[src/rtl/csr_access_ctrl_pkg.sv]
// csr_pkg: shared types and constants for the CSR access sequencer
package csr_pkg;
    localparam int XLEN_DEF = 32;
    localparam int SEL_W_DEF = 4;
    localparam logic [15:0] RO_MASK_DEF = 16'h0707;
    typedef enum logic [2:0] {IDLE, RD, CAP, WR, RESP} state_e;
    localparam logic [1:0] CSR_R = 2'b00;
    localparam logic [1:0] CSR_RW = 2'b01;
    localparam logic [1:0] CSR_RS = 2'b10;
    localparam logic [1:0] CSR_RC = 2'b11;
    localparam int SEL_CYCLE = 0;
    localparam int SEL_TIME = 1;
    localparam int SEL_INSTRET = 2;
    localparam int SEL_CYCLEH = 8;
    localparam int SEL_TIMEH = 9;
    localparam int SEL_INSTRETH = 10;
endpackage

[src/rtl/csr_access_ctrl_if.sv]
// csr_access_ctrl_if: decode-side request/response and bank-side signals
interface csr_access_ctrl_if #(parameter int XLEN = 32, parameter int SEL_W = 4);
    logic             req_valid;
    logic             req_ready;
    logic [SEL_W-1:0] req_sel;
    logic [1:0]       req_mode;
    logic             req_rd_en;
    logic [XLEN-1:0]  req_wdata;
    logic             resp_valid;
    logic [XLEN-1:0]  resp_rdata;
    logic             resp_err;
    logic             busy;
    logic [SEL_W-1:0] bank_sel;
    logic             bank_re;
    logic [XLEN-1:0]  bank_rdata;
    logic             bank_we;
    logic [XLEN-1:0]  bank_wdata;
    modport master (
        output req_valid, req_sel, req_mode, req_rd_en, req_wdata, bank_rdata,
        input  req_ready, resp_valid, resp_rdata, resp_err, busy, bank_sel, bank_re, bank_we, bank_wdata
    );
    modport slave (
        input  req_valid, req_sel, req_mode, req_rd_en, req_wdata, bank_rdata,
        output req_ready, resp_valid, resp_rdata, resp_err, busy, bank_sel, bank_re, bank_we, bank_wdata
    );
endinterface

[src/rtl/csr_access_ctrl_rmw_alu.sv]
// csr_rmw_alu: new CSR value from mode, old value and operand
module csr_rmw_alu
    import csr_pkg::*;
#(
    parameter int XLEN = XLEN_DEF
) (
    input  logic [1:0]      mode_i,
    input  logic [XLEN-1:0] old_i,
    input  logic [XLEN-1:0] operand_i,
    output logic [XLEN-1:0] new_o
);
    // write replaces, set ORs in, clear masks out; plain read keeps old
    always_comb
        new_o = mode_i == CSR_RW ? operand_i :
                mode_i == CSR_RS ? (old_i | operand_i) :
                mode_i == CSR_RC ? (old_i & ~operand_i) : old_i;
endmodule

[src/rtl/csr_access_ctrl.sv]
// csr_access_ctrl: sequences CSR read / write / set / clear onto a single-port bank
module csr_access_ctrl
    import csr_pkg::*;
#(
    parameter int XLEN = XLEN_DEF,
    parameter int SEL_W = SEL_W_DEF,
    parameter logic [(1<<SEL_W)-1:0] RO_MASK = RO_MASK_DEF
) (
    input logic clk,
    input logic reset,
    csr_access_ctrl_if.slave bus
);
    state_e           state_q, state_d;
    logic [SEL_W-1:0] sel_q;
    logic [1:0]       mode_q;
    logic             rd_en_q, illegal_q;
    logic [XLEN-1:0]  wdata_q, old_q, new_val;
    logic             accept, acc_illegal, acc_need_rd;

    assign accept = state_q == IDLE && bus.req_valid;
    assign acc_illegal = bus.req_mode != CSR_R && RO_MASK[bus.req_sel];
    assign acc_need_rd = bus.req_rd_en || bus.req_mode[1];

    csr_rmw_alu #(.XLEN(XLEN)) u_alu (
        .mode_i(mode_q),
        .old_i(old_q),
        .operand_i(wdata_q),
        .new_o(new_val)
    );

    // state register; reset aborts any sequence in flight
    always_ff @(posedge clk or posedge reset)
        if (reset) state_q <= IDLE;
        else state_q <= state_d;

    // next-state: shortest path through RD/CAP/WR that the request needs
    always_comb begin
        state_d = state_q;
        case (state_q)
            IDLE: if (bus.req_valid)
                state_d = acc_illegal ? RESP : acc_need_rd ? RD : bus.req_mode != CSR_R ? WR : RESP;
            RD:   state_d = CAP;
            CAP:  state_d = mode_q == CSR_R ? RESP : WR;
            WR:   state_d = RESP;
            RESP: state_d = IDLE;
            default: state_d = IDLE;
        endcase
    end

    // request latch on accept; old value captured one cycle after the bank read
    always_ff @(posedge clk or posedge reset)
        if (reset) begin
            sel_q <= '0;
            mode_q <= CSR_R;
            rd_en_q <= 1'b0;
            illegal_q <= 1'b0;
            wdata_q <= '0;
            old_q <= '0;
        end else if (accept) begin
            sel_q <= bus.req_sel;
            mode_q <= bus.req_mode;
            rd_en_q <= bus.req_rd_en;
            illegal_q <= acc_illegal;
            wdata_q <= bus.req_wdata;
            old_q <= '0;
        end else if (state_q == CAP) begin
            old_q <= bus.bank_rdata;
        end

    // outputs decoded from state; data buses are zero unless strobed/valid
    always_comb begin
        bus.req_ready = state_q == IDLE && !reset;
        bus.busy = state_q != IDLE;
        bus.bank_re = state_q == RD;
        bus.bank_we = state_q == WR;
        bus.bank_sel = (state_q == RD || state_q == CAP || state_q == WR) ? sel_q : '0;
        bus.bank_wdata = state_q == WR ? new_val : '0;
        bus.resp_valid = state_q == RESP;
        bus.resp_rdata = (state_q == RESP && rd_en_q) ? old_q : '0;
        bus.resp_err = state_q == RESP && illegal_q;
    end
endmodule
[src/flat_wrapper.sv]
// flat-port wrapper written by rule: the top's interface ports become plain ports
module csr_access_ctrl_flat import csr_pkg::*;
#(
    parameter int XLEN = XLEN_DEF,
    parameter int SEL_W = SEL_W_DEF,
    parameter logic [(1<<SEL_W)-1:0] RO_MASK = RO_MASK_DEF
)
  (clk, reset, bus_req_valid, bus_req_sel, bus_req_mode, bus_req_rd_en, bus_req_wdata, bus_bank_rdata, bus_req_ready, bus_resp_valid, bus_resp_rdata, bus_resp_err, bus_busy, bus_bank_sel, bus_bank_re, bus_bank_we, bus_bank_wdata);
  csr_access_ctrl_if #(.XLEN(XLEN), .SEL_W(SEL_W)) bus_i ();
  input logic clk;
  input logic reset;
  input wire logic [$bits(bus_i.req_valid)-1:0] bus_req_valid;
  input wire logic [$bits(bus_i.req_sel)-1:0] bus_req_sel;
  input wire logic [$bits(bus_i.req_mode)-1:0] bus_req_mode;
  input wire logic [$bits(bus_i.req_rd_en)-1:0] bus_req_rd_en;
  input wire logic [$bits(bus_i.req_wdata)-1:0] bus_req_wdata;
  input wire logic [$bits(bus_i.bank_rdata)-1:0] bus_bank_rdata;
  output wire logic [$bits(bus_i.req_ready)-1:0] bus_req_ready;
  output wire logic [$bits(bus_i.resp_valid)-1:0] bus_resp_valid;
  output wire logic [$bits(bus_i.resp_rdata)-1:0] bus_resp_rdata;
  output wire logic [$bits(bus_i.resp_err)-1:0] bus_resp_err;
  output wire logic [$bits(bus_i.busy)-1:0] bus_busy;
  output wire logic [$bits(bus_i.bank_sel)-1:0] bus_bank_sel;
  output wire logic [$bits(bus_i.bank_re)-1:0] bus_bank_re;
  output wire logic [$bits(bus_i.bank_we)-1:0] bus_bank_we;
  output wire logic [$bits(bus_i.bank_wdata)-1:0] bus_bank_wdata;
  assign bus_i.req_valid = bus_req_valid;
  assign bus_i.req_sel = bus_req_sel;
  assign bus_i.req_mode = bus_req_mode;
  assign bus_i.req_rd_en = bus_req_rd_en;
  assign bus_i.req_wdata = bus_req_wdata;
  assign bus_i.bank_rdata = bus_bank_rdata;
  assign bus_req_ready = bus_i.req_ready;
  assign bus_resp_valid = bus_i.resp_valid;
  assign bus_resp_rdata = bus_i.resp_rdata;
  assign bus_resp_err = bus_i.resp_err;
  assign bus_busy = bus_i.busy;
  assign bus_bank_sel = bus_i.bank_sel;
  assign bus_bank_re = bus_i.bank_re;
  assign bus_bank_we = bus_i.bank_we;
  assign bus_bank_wdata = bus_i.bank_wdata;
  csr_access_ctrl #(.XLEN(XLEN), .SEL_W(SEL_W), .RO_MASK(RO_MASK)) u_core (.clk(clk), .reset(reset), .bus(bus_i));
endmodule
[config.mk]
export PLATFORM = sky130hd
export DESIGN_NAME = csr_access_ctrl_flat
export DESIGN_NICKNAME = d
export VERILOG_FILES = /design/src/rtl/csr_access_ctrl_pkg.sv /design/src/rtl/csr_access_ctrl_if.sv /design/src/rtl/csr_access_ctrl_rmw_alu.sv /design/src/rtl/csr_access_ctrl.sv /design/src/flat_wrapper.sv
export SDC_FILE = /design/constraint.sdc
export NUM_CORES = 1
export LEC_CHECK = 0
export ABC_AREA = 1
export BUFFER_PORTS_ARGS = -buffer_cell sky130_fd_sc_hd__buf_2
export CAP_MARGIN = 20
export CORE_MARGIN = 2
export CORE_UTILIZATION = 40
export CTS_CLUSTER_DIAMETER = 80
export DETAILED_ROUTE_END_ITERATION = 10
export GPL_TIMING_DRIVEN = 0
export PLACE_DENSITY = 0.69
export SYNTH_ARGS = -nofsm -noshare
export SYNTH_HDL_FRONTEND = slang
export SYNTH_HIERARCHICAL = 1
export SYNTH_SLANG_ARGS = --single-unit
[constraint.sdc]
create_clock -name clk -period 2.6 [get_ports clk]
set_clock_uncertainty 0.15 [all_clocks]
set_input_delay 0.26 -clock clk [delete_from_list [all_inputs] [get_ports clk]]
set_output_delay 0.26 -clock clk [all_outputs]
set_load 0.01 [all_outputs]
==> flow_summary.toml <==
[layout]
drive_gt1_share_pct = 22.15
fin_area_um2 = 6051
fillers = 1139
multiInputGateArea_um2 = 1963
area.growth.synth_to_final_pct = 34.37
antenna_cells = 0
regArea_um2 = 1877
num-nets-final = 965

[route]
drc = 0
avgViaCountPerCell = 4.570
drtAntennaViolNets = 0
avgRoutedWirePerCell_um = 12.72
num_vias = 4725
firstDrtPassIters = 5
routed_wl_mm = 13.15
drt_iter0_drc = 272

[critical_path]
critPathMaxStageDelay_ps = 460
rr_startpoint = "u_core/state_q[0]"
crit_slowest_cell = "dfrtp_1"
arrival_ps = 2050
crit_path_end_kind = "output pin"
cp_cell_sequence = "nor2_4 -> nand2_1 -> clkbuf_1 -> nor2_1 -> buf_2"
rr_worst_depth = 7
required_ps = 2190
rrSetupSlack_ps = 750
worstReg2RegEnd = "u_core/old_q[0]"
critPathMaxFanout = 10
worst_setup_path_start_kind = "flip-flop"
cp-startpoint = "u_core/state_q[2]"
crit_type = "reg2out"

[cts]
clk_pin_slew_ps = 60
cts.sinks = 75
clk_latency_ps = 330
cts_buffers = 9
htree_levels = 3
cts_buffer_depth = 2
cts_root_buffer = "clkbuf_16"
cts_tree = "built"

[global_route]
grt_overflow_total = 0
antenna_found_initial = 0
grt_pass1_vias = 4378
grt_max_degree = 54
gr-usage-all-layers_pct = 22.49
grt_pass1_wl_mm = 20.82

[pwr]
p_leak_nw = 3.442
power_density_nw_per_um2 = 1043
p_total_mw = 6.312
peakVddDrop_mv = 0.5031

[logic_synthesis]
ys_warn_count = 6
async_flop_share_pct = 100.0
synth_edf_count = 0
synth_common_cells = "nand2_1 (276), inv_1 (111), nor2_1 (76)"
yosysMostFrequentCell = "nand2_1"
synth_fp_nets = 775
yosysUniqueCellTypes = 20
synth_area_leaders = "dfrtp_1 (42%), nand2_1 (23%), inv_1 (9.3%)"
avgSynthCellArea_um2 = 6.424
yosysTopAreaCellShare_pct = 41.68
ys_ff_latch = 75
synthFlopType = "dfrtp_1"
syn_area_um2 = 4503
postSynthCellCount = 701
yosysSeqAreaShare_pct = 41.68
synth_top_area_cell = "dfrtp_1"

[outcome]
status = "finished with violations"
violations = "negative hold slack"

[worst_hold_path]
hold_class = "in2reg"
min_to = "u_core/wdata_q[13]"
holdPathStages = 3
min-delay-start = "bus_req_wdata[13]"

[timing]
rsz0062_at_grt = "no"
worstMarginPinSlew_ps = 602.1
finalHoldWorstSlack_ps = -0.7782
slew_headroom_pct = 59.86
period_share_pct = 94.71
drv_slew = 0
hold_viol_final = 1
max_freq_ghz = 0.4061
final.setup.worst_slack_ps = 137.7
setup_violations = 0
period_minus_slack_ps = 2462

[placed_design]
placed_cell_area_um2 = 5444
dp_slack_ps = 311.9
place_congestion = 0.7761
io_buffers = 147
dpl.hpwl_mm = 9.269

[die]
rows = 38
die_y_um = 110.1
start_util_pct = 41.18
core_area_um2 = 10940
ioPinCount = 148
fp.dieW_um = 110.1
dieArea_um2 = 12120

[flow_run]
maxCapViolCount = 0
## routing by layer
metal / up-vias / GRT usage (%) / share of wire (%)
met4: 0 / 6.964 / 1.7
met5: - / 0 / 0
li1: 2460 / - / -
met1: 2109 / 30.60 / 48
met3: 21 / 2.998 / 4.9
met2: 135 / 37.29 / 46
## logic make-up after synthesis
family | Yosys count | synth area share [%]
AO/OA/AOI/OAI | 43 | 4.779
buffers and inverters | 153 | 14.84
flip-flops | 75 | 41.68
AND/OR/NAND/NOR | 430 | 38.71
## where the power goes
part / internal (mW) / leakage, nW / switching (mW)
Sequential: 1.68 / 0.961 / 0.387
Combinational: 1.08 / 2.35 / 1.94
Clock: 0.758 / 0.133 / 0.467
Total: 3.52 / 3.44 / 2.79
## worst max path at each step
stage                                     to  slack, ps  cells past startpoint
after global routing      bus_bank_wdata[13]         20                      5
final                     bus_bank_wdata[20]        140                      5
after detailed placement  bus_bank_wdata[18]        310                      5
after global placement       u_core/old_q[8]       -720                      2
after floorplan             u_core/illegal_q        280                      1
after CTS                 bus_bank_wdata[18]        140                      5
## worst max-delay path, delay by kind of cell, from the launching register on
family,cells,cell delay [ps]
and+or+nand+nor,3,760
buffers and inverters,2,520
DFF,1,460
## final cells by class
class	count	share of cell area, %
multi-input combinational	473	32.44
buffer	37	3.763
clock inverter	4	0.8685
clock buffer	10	3.950
timing repair buffer	179	17.74
sequential	75	31.02
inverter	116	7.320
tap	140	2.895
## cell usage in the layout, fill, tap and decap left out
cell,synthesis,routed
a21oi_1,2,2
and3_1,1,1
buf_16,0,1
buf_2,11,158
buf_4,8,8
buf_6,6,6
bufinv_16,0,1
clkbuf_1,12,12
clkbuf_16,0,9
clkbuf_8,0,1
clkinvlp_4,0,3
dfrtp_1,75,75
dlygate4sd3_1,0,31
inv_1,111,110
inv_2,3,3
inv_4,2,3
nand2_1,276,276
nand2_2,1,1
nand2_4,1,1
nand2_8,1,1
nand3_1,72,72
nor2_1,76,76
nor2_4,1,2
o21ai_0,40,40
o21ai_1,1,1
## timing repair
| item | in CTS | in global routing |
|---|---|---|
| hold endpoints to repair | 52 | 0 |
| hold buffers | 31 | 0 |
| gates resized for setup | 1 | 0 |
| buffers inserted | 0 | 0 |
| endpoints found under the setup margin | 10 | 0 |
## state kept, by name, indices dropped and copies added, names as in the netlist
signal            flops
u_core/old_q         32
u_core/wdata_q       32
u_core/mode_q         2
u_core/state_q        3
u_core/illegal_q      1
u_core/sel_q          4
u_core/rd_en_q        1
## metrics by stage
| step | util (%) | instances | setup TNS (ps) |
|---|---|---|---|
| final | 55.33 | 1034 | 0 |
| after global routing | 55.33 | 1034 | 0 |
| after CTS | 55.33 | 1034 | 0 |
| after detailed placement | 49.78 | 989 | 0 |
| after global placement | 49.51 | 988 | -53940 |
| after floorplan | - | 701 | 0 |
Note: power is estimated with default switching activity, not from simulation.
